### config.mk
export PLATFORM = sky130hd
export DESIGN_NAME = checkpoint_column_manager
export DESIGN_NICKNAME = d
export VERILOG_FILES = /design/src/rtl/checkpoint_column_manager.sv
export SDC_FILE = /design/constraint.sdc
export NUM_CORES = 1
export LEC_CHECK = 0
export ABC_AREA = 1
export CORE_MARGIN = 1.5
export CORE_UTILIZATION = 27
export CTS_CLUSTER_DIAMETER = 30
export CTS_CLUSTER_SIZE = 25
export DETAILED_ROUTE_END_ITERATION = 12
export GPL_TIMING_DRIVEN = 1
export PLACE_DENSITY = 0.51
export SKIP_LAST_GASP = 1
export SYNTH_ARGS = -nofsm -noshare
export SYNTH_HDL_FRONTEND = slang
export SYNTH_SLANG_ARGS = --single-unit
### constraint.sdc
create_clock -name CLK -period 2 [get_ports CLK]
set_input_delay 0.4 -clock CLK [delete_from_list [all_inputs] [get_ports CLK]]
set_output_delay 0.4 -clock CLK [all_outputs]
set_load 0.02 [all_outputs]
### src/rtl/checkpoint_column_manager.sv
// checkpoint_column_manager
//   Owns occupancy of the checkpoint columns shared by the phys reg map table
//   and the phys reg free list. Columns are allocated in order at dispatch
//   (one per BRU instruction), retired in order once resolved correctly, and
//   squashed from the mispredicted column through the youngest on a restore.
//
// Ports
//   CLK, RST            clock, synchronous active-high reset
//   flush               full pipeline flush; frees every column, no restore
//   save_req            dispatch requests a column this cycle
//   save_ready          save accepted this cycle (column free, no flush/mispredict)
//   save_column         column to snapshot into (valid in the request cycle)
//   resolve_valid       BRU resolved a branch this cycle
//   resolve_column      column the branch was saved into
//   resolve_mispredict  branch mispredicted; restore from resolve_column
//   restore_valid       registered one-cycle restore pulse
//   restore_column      column to restore from
//   column_valid        per-column allocated bits
//   occupancy           number of allocated columns
module checkpoint_column_manager #(
    parameter int CHECKPOINT_COLUMNS     = 4,
    parameter int LOG_CHECKPOINT_COLUMNS = $clog2(CHECKPOINT_COLUMNS)
) (
    input  logic                              CLK,
    input  logic                              RST,
    input  logic                              flush,
    input  logic                              save_req,
    output logic                              save_ready,
    output logic [LOG_CHECKPOINT_COLUMNS-1:0] save_column,
    input  logic                              resolve_valid,
    input  logic [LOG_CHECKPOINT_COLUMNS-1:0] resolve_column,
    input  logic                              resolve_mispredict,
    output logic                              restore_valid,
    output logic [LOG_CHECKPOINT_COLUMNS-1:0] restore_column,
    output logic [CHECKPOINT_COLUMNS-1:0]     column_valid,
    output logic [LOG_CHECKPOINT_COLUMNS:0]   occupancy
);

    localparam int N = CHECKPOINT_COLUMNS;
    localparam int L = LOG_CHECKPOINT_COLUMNS;

    typedef logic [L-1:0] checkpoint_column_t;
    typedef logic [L:0]   checkpoint_ptr_t;

    // Pointers carry an extra wrap bit so full and empty are distinguishable.
    checkpoint_ptr_t    head_ptr, tail_ptr;
    checkpoint_ptr_t    head_nxt, tail_nxt;
    logic [N-1:0]       valid, resolved;
    logic [N-1:0]       valid_nxt, resolved_nxt;
    logic               restore_valid_r;
    checkpoint_column_t restore_column_r;

    checkpoint_column_t head_idx, tail_idx, rc_age;
    logic               full, save_fire, release_head, mispredict, correct;
    logic [N-1:0]       squash;
    checkpoint_ptr_t    mp_tail;

    assign head_idx     = head_ptr[L-1:0];
    assign tail_idx     = tail_ptr[L-1:0];
    assign occupancy    = tail_ptr - head_ptr;
    assign full         = (occupancy == (L+1)'(N));

    assign save_column  = tail_idx;
    assign save_ready   = !full && !flush && !(resolve_valid && resolve_mispredict);
    assign save_fire    = save_req && save_ready;

    assign release_head = valid[head_idx] && resolved[head_idx];
    assign mispredict   = resolve_valid && resolve_mispredict && valid[resolve_column];
    assign correct      = resolve_valid && !resolve_mispredict && valid[resolve_column];

    // Age of a column relative to head; everything at least as young as the
    // mispredicted column (and still allocated) is squashed.
    assign rc_age = resolve_column - head_idx;

    for (genvar g = 0; g < N; g++) begin : g_col
        localparam checkpoint_column_t IDX = L'(g);
        checkpoint_column_t age;
        assign age       = IDX - head_idx;
        assign squash[g] = valid[g] && (age >= rc_age);
    end

    // New tail lands on the mispredicted column; its wrap bit follows head
    // unless the column index has wrapped past the end relative to head.
    assign mp_tail = {(resolve_column >= head_idx) ? head_ptr[L] : ~head_ptr[L],
                      resolve_column};

    always_comb begin
        valid_nxt    = valid;
        resolved_nxt = resolved;
        head_nxt     = head_ptr;
        tail_nxt     = tail_ptr;
        if (flush) begin
            valid_nxt    = '0;
            resolved_nxt = '0;
            head_nxt     = '0;
            tail_nxt     = '0;
        end else if (mispredict) begin
            valid_nxt    = valid & ~squash;
            resolved_nxt = resolved & ~squash;
            tail_nxt     = mp_tail;
            // A mispredict on the head itself empties the queue; the head is
            // already squashed, so its release must not advance head.
            if (release_head && (resolve_column != head_idx)) begin
                valid_nxt[head_idx] = 1'b0;
                head_nxt            = head_ptr + (L+1)'(1);
            end
        end else begin
            if (save_fire) begin
                valid_nxt[tail_idx]    = 1'b1;
                resolved_nxt[tail_idx] = 1'b0;
                tail_nxt               = tail_ptr + (L+1)'(1);
            end
            if (correct)
                resolved_nxt[resolve_column] = 1'b1;
            if (release_head) begin
                valid_nxt[head_idx] = 1'b0;
                head_nxt            = head_ptr + (L+1)'(1);
            end
        end
    end

    always_ff @(posedge CLK) begin
        if (RST) begin
            head_ptr         <= '0;
            tail_ptr         <= '0;
            valid            <= '0;
            resolved         <= '0;
            restore_valid_r  <= 1'b0;
            restore_column_r <= '0;
        end else begin
            head_ptr        <= head_nxt;
            tail_ptr        <= tail_nxt;
            valid           <= valid_nxt;
            resolved        <= resolved_nxt;
            restore_valid_r <= !flush && mispredict;
            if (!flush && mispredict)
                restore_column_r <= resolve_column;
        end
    end

    assign restore_valid  = restore_valid_r;
    assign restore_column = restore_column_r;
    assign column_valid   = valid;

endmodule

; Yosys cells after proc, flatten, opt, wreduce, memory -nomap -nowiden
; Cells that the tools add are included.
[op_classes]
n_reduce_logical = 25
div = 0
order_cmp = 11
addsub = 8
mux = 29
bitwise = 11
n_eq_ne = 3
mul = 0
shift = 0
[op_table]
columns = cell, count
row1 = 4-bit 2-to-1 mux, 11
row2 = 4-bit AND, 5
row3 = 1-bit logical AND, 17
row4 = 3-bit 2-to-1 mux, 5
row5 = 4-bit NOT, 3
row6 = 2-bit greater-or-equal comparator, 5
row7 = "2-bit by 3-bit less-than comparator with 1-bit output, second input constant", 3
row8 = 4-bit OR, 2
row9 = 1-bit 2-to-1 mux, 7
row10 = "3-bit by 1-bit adder with 3-bit output, second input constant", 2
row11 = 1-bit binary-select mux with 2-bit select, 3
row12 = 1-bit demux with 2-bit select, 3
row13 = "2-bit by 1-bit greater-or-equal comparator with 1-bit output, second input constant", 3
row14 = 1-bit zero test, 4
row15 = 2-bit nonzero test, 2
row16 = "1-bit by 2-bit subtractor with 2-bit output, first input constant", 2
row17 = "2-bit subtractor, first input constant", 2
row18 = "3-bit equality test, second input constant", 1
row19 = 3-bit subtractor, 1
row20 = "2-bit by 1-bit inequality test with 1-bit output, second input constant", 1
row21 = 2-bit inequality test, 1
row22 = 2-bit AND reduction, 1
row23 = 2-bit OR reduction, 1
row24 = 2-bit subtractor, 1
row25 = 1-bit NOT, 1
[word_totals]
latchBits = 0
rom_bits = 0
input_bits = 8
memories = 0
mem_bits_rw = 0
regBits = 17
out_inout_bits = 13

; Depth between registers and ports, before layout
; Gate-level depths: netlist of the first run.
[logic_depth]
ltp_word = 12
mapped_depth = 14

; Worst setup path after synthesis of the first run
; OpenSTA, ideal clock, no wires.
[synth_path]
kind = in2reg
startpoint = input port resolve_column[0]
endpoint = register resolved[1]
n_path_buf = 0
cell_stages = 14
arrival_time_ns = 2.076
setup_slack_ns = -0.146
path_cell_list = inv_1 > ha_1 > inv_1 > fa_1 > inv_1 > ha_1 > inv_1 > a21oi_1 > o21ai_0 > nand2_1 > nand2_1 > nand2_1 > nand2_1 > a21oi_1
[synth_between]
elab_chain_len = 7
[synth_rtl]
columns = element, line_no
row1 = start: declaration, 31  ; input logic [LOG_CHECKPOINT_COLUMNS-1:0] resolve_column,
row2 = 2-bit by 3-bit less-than comparator with 1-bit output (not written as such) or 2-bit by 1-bit greater-or-equal comparator with 1-bit output (tied branches), 114  ; resolved_nxt[resolve_column] = 1'b1;
row3 = 1-bit logical AND (not written as such), 114
row4 = 1-bit 2-to-1 mux (not written as such), 114
row5 = 1-bit demux with 2-bit select, 114
row6 = 4-bit OR (no line), n/a
row7 = 4-bit 2-to-1 mux, 113  ; if (correct)
row8 = 4-bit 2-to-1 mux (*), 97  ; end else if (mispredict) begin
row9 = end signal: assignment, 134  ; resolved <= resolved_nxt;
row10 = end: declaration, 48  ; logic [N-1:0] valid, resolved;
; Mark *: on every way between the ends. The rest lies on a longest branch, timed or not. The select of a mux whose other input is x is not followed.
; A chain may end at the register's enable or synchronous reset.

; Worst setup path after layout of the first run
[layout_path]
startpoint = register tail_ptr[0]
endpoint = output port save_ready
[layout_between]
elab_chain_len = 5
[layout_rtl]
columns = element, line_no
row1 = start: declaration, 46  ; checkpoint_ptr_t head_ptr, tail_ptr;
row2 = start signal: assignment, 132  ; tail_ptr <= tail_nxt;
row3 = 3-bit subtractor, 60  ; assign occupancy = tail_ptr - head_ptr;
row4 = 3-bit equality test, 61  ; assign full = (occupancy == (L+1)'(N));
row5 = 1-bit zero test, 64  ; assign save_ready = !full && !flush && !(resolve_valid && resolve_mispredict);
row6 = 1-bit logical AND (2 in series), 64
row7 = end: declaration, 28  ; output logic save_ready,
; Every way passes these cells.

==> summary.txt, run 1 <==
Power and ir drop
  • Worst-case vdd ir drop: 0.279 mV
  • Power density relative to cell area: 362 nW/um2
  • Internal power of the cells: 0.564 mW
  • Total leakage power: 0.938 nW
  • Logic pwr share: 21.9%
  • Switching power of the nets: 0.219 mW
  • Switch share: 28.0%
  • Total power draw: 0.783 mW
  • Clock network fraction of total power: 34.5%
  • Sequential group share of total power: 43.6%

Clocking
  • CTS tree: yes
  • Number of sinks driven by the clock tree: 17
  • Clock transition time at the flip-flop clock pins of the worst setup and hold paths: 0.07 ns
  • TritonCTS buffer count: 3
  • Clk Latency, worst-skew pair: 0.25 ns
  • Clock H-tree levels: 1
  • Clock tree buffer depth: 2
  • Clock root buffer: clkbuf_8

Worst setup path
  • Worst r2r src: head_ptr[0]
  • Crit path depth: 9
  • Worst Reg-to-Reg Cells: 14
  • Worst-path fanout max: 2
  • Setup slack on the worst flop-to-flop path: -0.10 ns
  • Worst setup EP type: output pin
  • CP Cell Sequence: inv_2 > ha_4 > fa_2 > nand2_1 > inv_1 > nand3_2 > nand2_2 > inv_2 > buf_6
  • CP max stage delay: 0.55 ns
  • Data required time of the worst path: 1.60 ns
  • CP arrival: 1.79 ns
  • End of the worst register-to-register path: resolved[0]
  • Cell seen most often among critical-path stages: inv_2
  • Critical-path top delay cell: fa_2
  • First element of the critical path: tail_ptr[0]
  • Kind of start point of the critical path: register
  • Capturing instance or port of the critical path: save_ready
  • Family with the most delay on the worst path: adder cells
  • Crit path buffers/inverters: 4
  • Kind of critical path: reg -> out

Cells and area
  • Final Net Count: 297
  • Most common cell after layout, fill and taps aside: nand2_1
  • Total non-filler cell area in the finished layout: 2160 um2
  • Share of final-layout standard cells stronger than drive strength 1: 32.0%
  • Top library cells by usage in the layout, fill and taps aside: nand2_1 (54), buf_4 (27), inv_1 (25), nor2_1 (19), nand3_1 (16)
  • Final instance count without filler cells: 339
  • Count of antenna diodes in the layout: 0
  • Growth of design area from synthesis to finish: 54.7%

Timing
  • Final setup margin: -0.190 ns
  • RSZ-0062 raised after global routing: yes
  • Setup Viol. Count Final: 11
  • Setup TNS: -0.970 ns
  • Final period demand of the worst path: 2.19 ns
  • Maximum clock skew at final layout: 0.00201 ns
  • Hold Fails Final Rpt: 0
  • Final worst hold slack: 0.483 ns
  • Max-slew violation count: 0
  • Worst-case headroom to the max-slew limit: 76.8%
  • Slew at the pin closest to its max-slew limit: 0.347 ns
  • Maximum frequency from static timing analysis: 457 MHz
  • Share of the cycle needed by the critical path after routing: 109%

Flow run
  • Max-capacitance violation count: 0

Placement
  • Port bufs: 20
  • Weighted congestion at the end of routability-driven global placement: 0.815
  • Number of placed instances with taps included: 328
  • Detailed placement HPWL: 3050 um
  • Placed cell area: 1860 um2

GRT
  • Antenna violations before repair: 0
  • Vias in the first global route: 1389
  • Maximum number of pins on one net before global-route repair: 13
  • Total overflow reported by the global router: 0
  • First-pass GRT wire length: 6600 um
  • Total global-route track usage: 15.5%

Detailed routing
  • Detailed-route vias per instance: 4.38
  • Post-DRT Antenna Nets: 0
  • Routed WL: 4060 um
  • Routed wirelength normalized by instance count: 12.0 um
  • Router iterations before antenna repair: 4
  • Drt drc: 0
  • Number of vias after detailed routing: 1486
  • Number of violations reported at the end of detailed-routing iteration 0: 63

Floorplan
  • Die extent in x: 75.0 um
  • Starting density of the core: 27.7%
  • CORE AREA: 5040 um2
  • Cell row count: 26
  • Number of top-level design ports: 21
  • Area of the die: 5620 um2
  • Die Y: 75.0 um

Yosys
  • Synth Area per Inst: 6.45 um2
  • Number of instances in the synthesized netlist: 217
  • Net Count, Synth: 244
  • Register bit total from synthesis: 17
  • Total number of yosys warnings: 0
  • Cell Area, Synth: 1400 um2
  • Sequential element share of the synthesized area: 24.3%
  • Count of cell types in the netlist: 22

Status
  • Result of the run: finished with violations
  • Violated checks: setup timing

Min path
  • Hold Crit Class: reg -> reg
==> power groups by stage <==
stage                     sequential, mW  clock (mW)  combinational (mW)
after floorplan                    0.353           0              0.0645
after global placement             0.352           0               0.139
after detailed placement           0.352           0               0.139
after CTS                          0.343       0.278               0.155
after global routing               0.342       0.293               0.189
final                              0.341       0.270               0.171
==> timing repair <==
item | CTS | global route
pin swaps | 17 | 11
cloned | 0 | 0
hold buffers | 0 | 0
setup buffers | 6 | 3
setup endpoints to repair | 18 | 14
resized for setup | 54 | 28
==> registers in the layout (all words and copies together) (netlist names) <==
register        flops
restore_valid       1
tail_ptr            3
head_ptr            3
resolved            4
restore_column      2
column_valid        4
==> worst min-delay path by stage <==
stage / start / to / slack [ns] / cells after the start
floorplan: resolved[2] / resolved[2] / 0.45 / 2
global placement: resolved[1] / resolved[1] / 0.46 / 2
detailed placement: resolved[1] / resolved[1] / 0.47 / 2
CTS: resolved[1] / resolved[1] / 0.48 / 2
global route: resolved[1] / resolved[1] / 0.53 / 2
finish: resolved[2] / resolved[2] / 0.48 / 2
==> routing by layer <==
layer  GRT usage (%)  up-vias  share of wire (%)
met4            1.82        0               0.25
met1            21.2      673                 49
li1                -      787                  -
met2            26.4       23                 47
met5               0        -                  0
met3            2.41        3                3.1
==> cell families (layout without fill, tap and decap cells) <==
group	Yosys count	in the layout	synth area share, %
AOI/OAI and AO/OA	32	32	11.4
xor gates and xnor gates	4	4	2.50
adders and majority gates	19	19	18.1
buffers and inverters	41	93	12.3
DFF	17	17	24.3
and+or+nand+nor	104	104	31.4
==> tightest hold or removal path, cell delays in order, from the launching register on <==
cell and delay, ns:
dfxtp_1 0.33, nand2_1 0.06, a21oi_1 0.05
==> final cells by class <==
class                   count  area, um2
multi-input cells         159       1070
inverters                  36        141
fillers                   535       2880
well taps                  70       87.6
repair buffers             53        473
clock buffers               4       45.0
flip-flops and latches     17        349
==> per-stage QoR <==
| step | worst slack (ns) | util (%) |
|---|---|---|
| 2_1_floorplan | -0.0643 | - |
| 6_report | -0.190 | 42.9 |
| 5_1_grt | -0.275 | 42.9 |
| 3_3_place_gp | -0.702 | 36.9 |
| 3_5_place_dp | -0.723 | 36.9 |
| 4_1_cts | -0.209 | 40.6 |
==> cells in the mapped netlist <==
library cell  count  area, um2
inv_1            34        128
nor2_1           19       71.3
fa_1              2       40.0
nand2_2           1       6.26
xnor2_1           2       17.5
a21oi_1          13       65.1
o21ai_0          19       95.1
nand4_1           2       12.5
nand2_1          59        221
dfxtp_1          17        340
clkbuf_2          1       5.00
and2_1            1       6.26
buf_2             1       5.00
nand4_2           1       12.5
nand3_1          19       95.1
buf_6             1       11.3
and2_2            1       7.51
xor2_1            2       17.5
inv_2             2       7.51
ha_1             17        213
buf_4             2       15.0
nor2_2            1       6.26
Note: power is estimated with default switching activity, not from simulation.
==> run 2: changes to the inputs <==
Settings changed: ABC_CLOCK_PERIOD_IN_PS from default to 2000, SLEW_MARGIN from default to 20.
==> results of run 2 <==
No change in the layout: final DEF, timing and power equal those of run 1.
